==> config.mk <==
export PLATFORM = sky130hd
export DESIGN_NAME = cdb_rr_arbiter_flat
export DESIGN_NICKNAME = d
export VERILOG_FILES = /design/src/rtl/cdb_pkg.sv /design/src/rtl/cdb_rr_arbiter_if.sv /design/src/rtl/cdb_rr_arbiter_rr_pick.sv /design/src/rtl/cdb_rr_arbiter.sv /design/src/flat_wrapper.sv
export SDC_FILE = /design/constraint.sdc
export NUM_CORES = 1
export LEC_CHECK = 0
export CORE_MARGIN = 4
export CORE_UTILIZATION = 29
export DETAILED_ROUTE_END_ITERATION = 6
export GPL_TIMING_DRIVEN = 1
export PLACE_DENSITY = 0.86
export SLEW_MARGIN = 5
export SYNTH_ARGS = -nofsm -noshare
export SYNTH_HDL_FRONTEND = slang
export SYNTH_SLANG_ARGS = --single-unit
==> constraint.sdc <==
create_clock -name clk -period 3.3 [get_ports clk]
set_clock_uncertainty 0.05 [all_clocks]
set_input_delay 0.33 -clock clk [delete_from_list [all_inputs] [get_ports clk]]
set_output_delay 0.33 -clock clk [all_outputs]
set_load 0.005 [all_outputs]
==> src/rtl/cdb_pkg.sv <==
// Shared CDB definitions: field layout, reserved tag, statistics selects and the packed CDB word.
// Used by the arbiter, FUs, tagged register file and jump handler.
package cdb_pkg;

    localparam int CDB_TAG_W     = 8;
    localparam int CDB_DATA_W    = 32;
    localparam int CDB_W         = 1 + CDB_TAG_W + CDB_DATA_W;
    localparam int CDB_VALID_BIT = CDB_TAG_W + CDB_DATA_W;
    localparam int CDB_TAG_LSB   = CDB_DATA_W;
    localparam int CDB_VALUE_LSB = 0;

    // Tag 0 marks a register whose value is ready; it must never be broadcast as valid.
    localparam int TAG_READY = 0;

    localparam logic [4:0] SEL_CONFLICT = 5'd30;
    localparam logic [4:0] SEL_IDLE     = 5'd31;

    typedef struct packed {
        logic                  valid;
        logic [CDB_TAG_W-1:0]  tag;
        logic [CDB_DATA_W-1:0] value;
    } cdb_word_t;

    function automatic logic [31:0] sat_inc(input logic [31:0] cnt);
        return (&cnt) ? cnt : cnt + 32'd1;
    endfunction

endpackage

==> src/rtl/cdb_rr_arbiter_if.sv <==
// Requester-side CDB bus: per-channel requests and payloads in, grant and broadcast word out.
interface cdb_rr_arbiter_if
    import cdb_pkg::*;
#(
    parameter int NUM_CH = 4,
    parameter int TAG_W  = CDB_TAG_W,
    parameter int DATA_W = CDB_DATA_W
);
    logic [NUM_CH-1:0]                req;
    logic [NUM_CH*(TAG_W+DATA_W)-1:0] payload;
    logic [NUM_CH-1:0]                grant;
    logic [TAG_W+DATA_W:0]            cdb;

    modport master (output req, output payload, input grant, input cdb);
    modport slave  (input req, input payload, output grant, output cdb);
endinterface

==> src/rtl/cdb_rr_arbiter_rr_pick.sv <==
// Combinational round-robin picker: rotate requests by ptr, take the lowest set bit,
// then rotate the winner back to an absolute channel index.
module rr_pick #(
    parameter int N     = 4,
    parameter int IDX_W = (N > 1) ? $clog2(N) : 1
) (
    input  logic [N-1:0]     req,
    input  logic [IDX_W-1:0] ptr,
    output logic [N-1:0]     grant,
    output logic [IDX_W-1:0] grant_idx
);
    logic [N-1:0] rot;
    logic         found;
    int           first;
    int           idx_abs;

    // NOTE: every variable written here gets a default first, so no path leaves one unassigned and no latch is inferred.
    always_comb begin
        rot       = N'({req, req} >> ptr);
        found     = 1'b0;
        first     = 0;
        idx_abs   = 0;
        grant     = '0;
        grant_idx = '0;
        for (int j = N - 1; j >= 0; j--) begin
            if (rot[j]) begin
                found = 1'b1;
                first = j;
            end
        end
        idx_abs = first + int'(ptr);
        if (idx_abs >= N) idx_abs = idx_abs - N;
        for (int j = 0; j < N; j++) begin
            grant[j] = found && (j == idx_abs);
        end
        grant_idx = IDX_W'(idx_abs);
    end
endmodule

==> src/rtl/cdb_rr_arbiter.sv <==
// Round-robin CDB arbiter with a registered one-cycle {valid, tag, value} broadcast.
// Optional statistics counters are built when CDB_STATS_EN is defined.
module cdb_rr_arbiter
    import cdb_pkg::*;
#(
    parameter int NUM_CH = 4,
    parameter int TAG_W  = CDB_TAG_W,
    parameter int DATA_W = CDB_DATA_W
) (
    input  logic                    clk,
    input  logic                    rst,
    cdb_rr_arbiter_if.slave         bus,
    output logic                    tag0_err,
    input  logic [4:0]              debug_sel,
    output logic [31:0]             debug_cnt
);
    localparam int SLOT_W = TAG_W + DATA_W;
    localparam int IDX_W  = (NUM_CH > 1) ? $clog2(NUM_CH) : 1;

    logic [IDX_W-1:0]  ptr;
    logic [IDX_W-1:0]  next_ptr;
    logic [IDX_W-1:0]  grant_idx;
    logic [NUM_CH-1:0] pick_grant;
    logic              any_grant;
    logic [SLOT_W-1:0] slot;
    logic [TAG_W-1:0]  slot_tag;
    logic              tag_ok;
    logic [SLOT_W:0]   cdb_q;

    rr_pick #(.N(NUM_CH), .IDX_W(IDX_W)) u_pick (
        .req       (bus.req),
        .ptr       (ptr),
        .grant     (pick_grant),
        .grant_idx (grant_idx)
    );

    assign bus.grant = rst ? '0 : pick_grant;
    assign any_grant = |bus.grant;

    always_comb begin
        slot = '0;
        for (int i = 0; i < NUM_CH; i++) begin
            if (i == int'(grant_idx)) slot = bus.payload[i*SLOT_W +: SLOT_W];
        end
    end

    assign slot_tag = slot[SLOT_W-1 -: TAG_W];
    assign tag_ok   = (slot_tag != TAG_W'(TAG_READY));
    assign next_ptr = (int'(grant_idx) == NUM_CH - 1) ? '0 : grant_idx + 1'b1;

    // NOTE: sequential state uses non-blocking assignments so every register samples pre-edge values.
    always_ff @(posedge clk or posedge rst) begin
        if (rst) begin
            ptr      <= '0;
            cdb_q    <= '0;
            tag0_err <= 1'b0;
        end else if (any_grant) begin
            cdb_q <= {tag_ok, slot};
            ptr   <= next_ptr;
            if (!tag_ok) tag0_err <= 1'b1;
        end else begin
            cdb_q <= '0;
        end
    end

    assign bus.cdb = cdb_q;

`ifdef CDB_STATS_EN
    logic [31:0] grant_cnt [NUM_CH];
    logic [31:0] conflict_cnt;
    logic [31:0] idle_cnt;

    // NOTE: the counter array is reset element by element, unlike a RAM, because debug reads must start from 0.
    always_ff @(posedge clk or posedge rst) begin
        if (rst) begin
            for (int i = 0; i < NUM_CH; i++) grant_cnt[i] <= '0;
            conflict_cnt <= '0;
            idle_cnt     <= '0;
        end else begin
            for (int i = 0; i < NUM_CH; i++) begin
                if (bus.grant[i]) grant_cnt[i] <= sat_inc(grant_cnt[i]);
            end
            if ($countones(bus.req) >= 2) conflict_cnt <= sat_inc(conflict_cnt);
            if (bus.req == '0)            idle_cnt     <= sat_inc(idle_cnt);
        end
    end

    always_comb begin
        debug_cnt = '0;
        if (debug_sel == SEL_CONFLICT) begin
            debug_cnt = conflict_cnt;
        end else if (debug_sel == SEL_IDLE) begin
            debug_cnt = idle_cnt;
        end else begin
            for (int i = 0; i < NUM_CH; i++) begin
                if (int'(debug_sel) == i) debug_cnt = grant_cnt[i];
            end
        end
    end
`else
    logic unused_debug_sel;
    assign unused_debug_sel = ^debug_sel;
    assign debug_cnt        = '0;
`endif

endmodule

==> src/flat_wrapper.sv <==
// flat-port wrapper written by rule: the top's interface ports become plain ports
module cdb_rr_arbiter_flat import cdb_pkg::*;
#(
    parameter int NUM_CH = 4,
    parameter int TAG_W  = CDB_TAG_W,
    parameter int DATA_W = CDB_DATA_W
)
  (clk, rst, tag0_err, debug_sel, debug_cnt, bus_req, bus_payload, bus_grant, bus_cdb);
  cdb_rr_arbiter_if #(.NUM_CH(NUM_CH), .TAG_W(TAG_W), .DATA_W(DATA_W)) bus_i ();
  input  logic clk;
  input  logic rst;
  output logic tag0_err;
  input  logic [4:0] debug_sel;
  output logic [31:0] debug_cnt;
  input wire logic [$bits(bus_i.req)-1:0] bus_req;
  input wire logic [$bits(bus_i.payload)-1:0] bus_payload;
  output wire logic [$bits(bus_i.grant)-1:0] bus_grant;
  output wire logic [$bits(bus_i.cdb)-1:0] bus_cdb;
  assign bus_i.req = bus_req;
  assign bus_i.payload = bus_payload;
  assign bus_grant = bus_i.grant;
  assign bus_cdb = bus_i.cdb;
  cdb_rr_arbiter #(.NUM_CH(NUM_CH), .TAG_W(TAG_W), .DATA_W(DATA_W)) u_core (.clk(clk), .rst(rst), .bus(bus_i), .tag0_err(tag0_err), .debug_sel(debug_sel), .debug_cnt(debug_cnt));
endmodule
==> results.md <==
- The total wire length is 14.0 mm.
- During placement, the flow inserted port buffers numbering 211.
- The via count of the first global-routing pass is 3653.
- The total overflow left after global routing is 0.
- The number of hold buffers added after CTS was 0.
- After layout, the worst setup slack is -230 ps.
- The number of antenna violations at the first check in global routing was 0.
- For this run, the leading register cell type out of synthesis is sky130_fd_sc_hd__dfrtp_1.
- 249 I/O pins were placed.
- Of the cells placed in the final design, the portion with a size suffix greater than 1 is 0.239.
- Walking the worst path, the cells encountered are buf_6 -> buf_4 -> a211oi_2 -> a21oi_1 -> o21ai_1 -> fa_2 -> inv_2 -> ha_4 -> buf_6 -> nor2b_4 -> buf_12 -> a221oi_4 -> o22ai_2 -> nor4_2 -> a21o_1.
- After synthesis, the cell types taking the most area are sky130_fd_sc_hd__dfrtp_1 38%, sky130_fd_sc_hd__a221oi_1 12%, sky130_fd_sc_hd__buf_4 8.3%.
- The detailed router put a total of 4.84 mm of wire on met1.
- The per-cell via count in the routed design is 5.08.
- Of all nets on the critical path, the largest fanout is 5.
- Across the run, the number of max-cap violations was 0.
- The total global routing track utilization is 0.197.
- The routed length on met3 is 1.27 mm.
- The largest net degree at the start of global routing is 45.
- The wire-length estimate of the detail-placed layout is 9.36 mm.
- The area of combinational cells with multiple inputs is 2090 um^2.
- For the worst setup path, the data required time is 3490 ps.
- The sequential share of the synthesized area is 0.379.
- The leakage power figure is 2.49 nW.
- The x dimension of the die is 108 um.
- For the finished layout, the period the worst path requires is 3530 ps.
- The flow ran to the end, but the final reports show violations.
- The number of nets in the final layout is 765.
- Counting flops and latches in the post-synthesis netlist gives 44.
- After clock tree synthesis, the clock-pin slew on the worst setup and hold paths is 100 ps.
- By count the netlist is led by 44 x sky130_fd_sc_hd__dfrtp_1, 42 x sky130_fd_sc_hd__nor3_1, 39 x sky130_fd_sc_hd__a221oi_1, 39 x sky130_fd_sc_hd__nor2_1, 36 x sky130_fd_sc_hd__a21oi_1.
- The routed wire length on met2 is 7.31 mm.
- The core region is 9770 um^2.
- Setup repair after global routing could not meet its margin everywhere.
- The floorplan step set the die height to 108 um.
- After floorplanning, the core was divided into 36 placement rows.
- The final reports fail on setup timing.
- The worst setup path is captured at a flop.
- The count of nets left with antenna violations once routing finished came out at 0.
- The synthesis-to-finish area growth is 112%.
- The share of synthesized area in the top cell type comes to 0.379.
- The final weighted congestion of routability-driven global placement is 0.935.
- The area used by sequential logic in the layout is 1100 um^2.
- The upper clock frequency limit is 283 MHz.
- The first routing iteration left 186 violations.
- The number of failing setup endpoints in the final timing report is 31.
- The buffer type at the clock tree root is sky130_fd_sc_hd__clkbuf_8.
- In the finished design, the share of the clock period the worst path needs comes to 1.07.
- The initial core utilization is 0.297.
- The slowest stage of the critical path is the sky130_fd_sc_hd__fa_2 cell.
- The overall via count from detail_route is 3671.
- The total count of max-transition violations in the final report is 0.
- The gate count of the mapped netlist is 347.
- Before antenna repair, the detailed router went through 5 iterations.
- Counting along the longest clock path gives a buffer depth of 2.
- The synthesized design contains 0 enable-type register cells.
- In this run, placement finished with an instance count of 691.
- The largest total area in the synthesized netlist belongs to sky130_fd_sc_hd__dfrtp_1.
- The average wire per cell in the routed design is 19.4 um.
- The type of the worst setup path is flop to flop.
- The remaining max-slew budget at the tightest pin is 0.599.
- The first-pass GRT wire length is 18.2 mm.
- The slew of the pin with the lowest slew margin is 602 ps.
- The post-route DRC violation count is 0.
- The average footprint of a synthesized cell is 8.37 um^2.
- The number of hold-slack violations in the final timing report is 0.
- VDD sags by at most 0.896 mV.
- The delay contributed by the slowest stage of the critical path is 530 ps.
- The post-synthesis async set-or-reset flop share is 1.00.
- The total power per unit cell area is 1380 nW/um^2.
- The H-tree level count is 2.
- At the later pin of the worst-skew pair, clock insertion delay measures 300 ps.
- The finished layout holds 722 standard cells, fillers aside.
- The cell area after technology mapping is 2900 um^2.
- The die covers 11700 um^2.
- The count of warnings emitted by yosys is 0.
- The filler cells instantiated in the layout total 735.
- The count of inserted antenna diode cells is 0.
- In this run the top signal layer used is met4.
- The worst hold margin is 480 ps.
- The sort of element at the start of the critical path is a flop.
- The clock tree from TritonCTS is done.
- The tree built by TritonCTS fans out to 44 sinks.
- By instance count, the leading cell after synthesis is sky130_fd_sc_hd__dfrtp_1.
- The number of distinct standard cells referenced by the synthesized netlist is 32.
- The worst hold path class is flop to flop.
- The signal arrival time at the worst endpoint is 3720 ps.
- The number of buffers created by CTS is 5.
- The most common cell type on the critical path is sky130_fd_sc_hd__buf_6.
-- where the power goes --
group	leakage, nW	switching, mW	internal, mW
Sequential	0.578	0.0662	0.740
Combinational	1.85	3.54	3.69
Clock	0.0541	0.198	0.224
-- worst max-delay path, delay by kind of cell, from the launching register on --
kind	cells	cell delay [ps]
AND/OR/NAND/NOR	2	380
AO/OA/AOI/OAI	6	1180
buffers and inverters	5	660
adder cells (fa/ha/maj)	2	750
flip-flops	1	450
-- layout by cell type, fill, tap and decap left out, types with 3 or more instances in the layout --
cell	Yosys	layout
sky130_fd_sc_hd__nor3_2	0	12
sky130_fd_sc_hd__o22ai_1	12	3
sky130_fd_sc_hd__nor2b_4	0	3
sky130_fd_sc_hd__nor3_1	42	29
sky130_fd_sc_hd__nand2_1	10	9
sky130_fd_sc_hd__dlygate4sd2_1	0	4
sky130_fd_sc_hd__clkdlybuf4s50_1	0	203
sky130_fd_sc_hd__conb_1	1	32
sky130_fd_sc_hd__dfrtp_1	44	43
sky130_fd_sc_hd__a221oi_4	0	10
sky130_fd_sc_hd__a21oi_1	36	36
sky130_fd_sc_hd__buf_6	1	9
sky130_fd_sc_hd__nor2_1	39	37
sky130_fd_sc_hd__buf_4	32	35
sky130_fd_sc_hd__o22ai_2	0	9
sky130_fd_sc_hd__a221oi_1	39	8
sky130_fd_sc_hd__nor2b_1	32	31
sky130_fd_sc_hd__buf_12	0	7
sky130_fd_sc_hd__clkbuf_8	0	5
sky130_fd_sc_hd__a221oi_2	0	21
sky130_fd_sc_hd__ha_4	0	4
-- through the flow --
step           setup WS, ps  total power, mW  instance area, um^2  TNS (ps)  utilization
2_1_floorplan          15.7             3.84                 3060         0            -
3_3_place_gp           -339             5.44                 5270     -8820        0.539
3_5_place_dp           -493             5.66                 5270    -14370        0.539
4_1_cts               -16.0             6.67                 5610     -32.7        0.574
5_1_grt                -341             9.04                 6140     -6520        0.629
6_report               -230             8.47                 6140     -1450        0.629
-- cell type report --
| cell class | count | area share |
|---|---|---|
| clock inverter | 3 | 0.00692 |
| tap | 133 | 0.0271 |
| timing repair buffer | 264 | 0.432 |
| inverter | 5 | 0.00367 |
| multi-input combinational | 268 | 0.340 |
| clock buffer | 5 | 0.0112 |
| sequential | 44 | 0.179 |
-- worst paths after layout --
| path | depth (start not counted) | endpoint | start | slack (ps) |
|---|---|---|---|---|
| max | 15 | u_core.tag0_err$_DFFE_PP0P_ | u_core.ptr[0]$_DFFE_PP0P_ | -230 |
| min in group asynchronous | 3 | u_core.tag0_err$_DFFE_PP0P_ | rst | 510 |
| min | 1 | u_core.tag0_err$_DFFE_PP0P_ | u_core.tag0_err$_DFFE_PP0P_ | 480 |
| min reg2reg | 1 | u_core.tag0_err$_DFFE_PP0P_ | u_core.tag0_err$_DFFE_PP0P_ | 480 |
| max in group asynchronous | 3 | u_core.ptr[0]$_DFFE_PP0P_ | rst | 2250 |
| max reg2reg | 15 | u_core.tag0_err$_DFFE_PP0P_ | u_core.ptr[0]$_DFFE_PP0P_ | -230 |
-- what timing repair did --
action / 4_1_cts / 5_1_grt
resized for setup: 39 / 75
setup endpoints to repair: 37 / 42
pin swaps: 14 / 28
cloned: 2 / 1
setup buffers: 7 / 15
-- sequential cells by signal, indices dropped and copies added, names as in the netlist --
| name | flops |
|---|---|
| u_core.ptr | 2 |
| u_core.bus.cdb | 41 |
| u_core.tag0_err | 1 |
-- metal layers --
| layer | vias up | GRT usage |
|---|---|---|
| met3 | 40 | 0.0561 |
| met2 | 230 | 0.367 |
| met4 | 0 | 0.0965 |
| met1 | 1725 | 0.199 |
| met5 | - | 0 |
| li1 | 1676 | - |
-- kinds of logic (layout without fill, tap and decap cells) --
family / count (synthesis) / count (layout) / synth area share
compound gates: 96 / 96 / 0.228
buf+inv: 67 / 277 / 0.132
other cells: 1 / 32 / 0.00129
fa+ha+maj: 6 / 6 / 0.0284
mux: 1 / 1 / 0.00345
simple gates: 132 / 133 / 0.228
flops: 44 / 44 / 0.379
No activity file was read; power rests on OpenSTA's default activity.
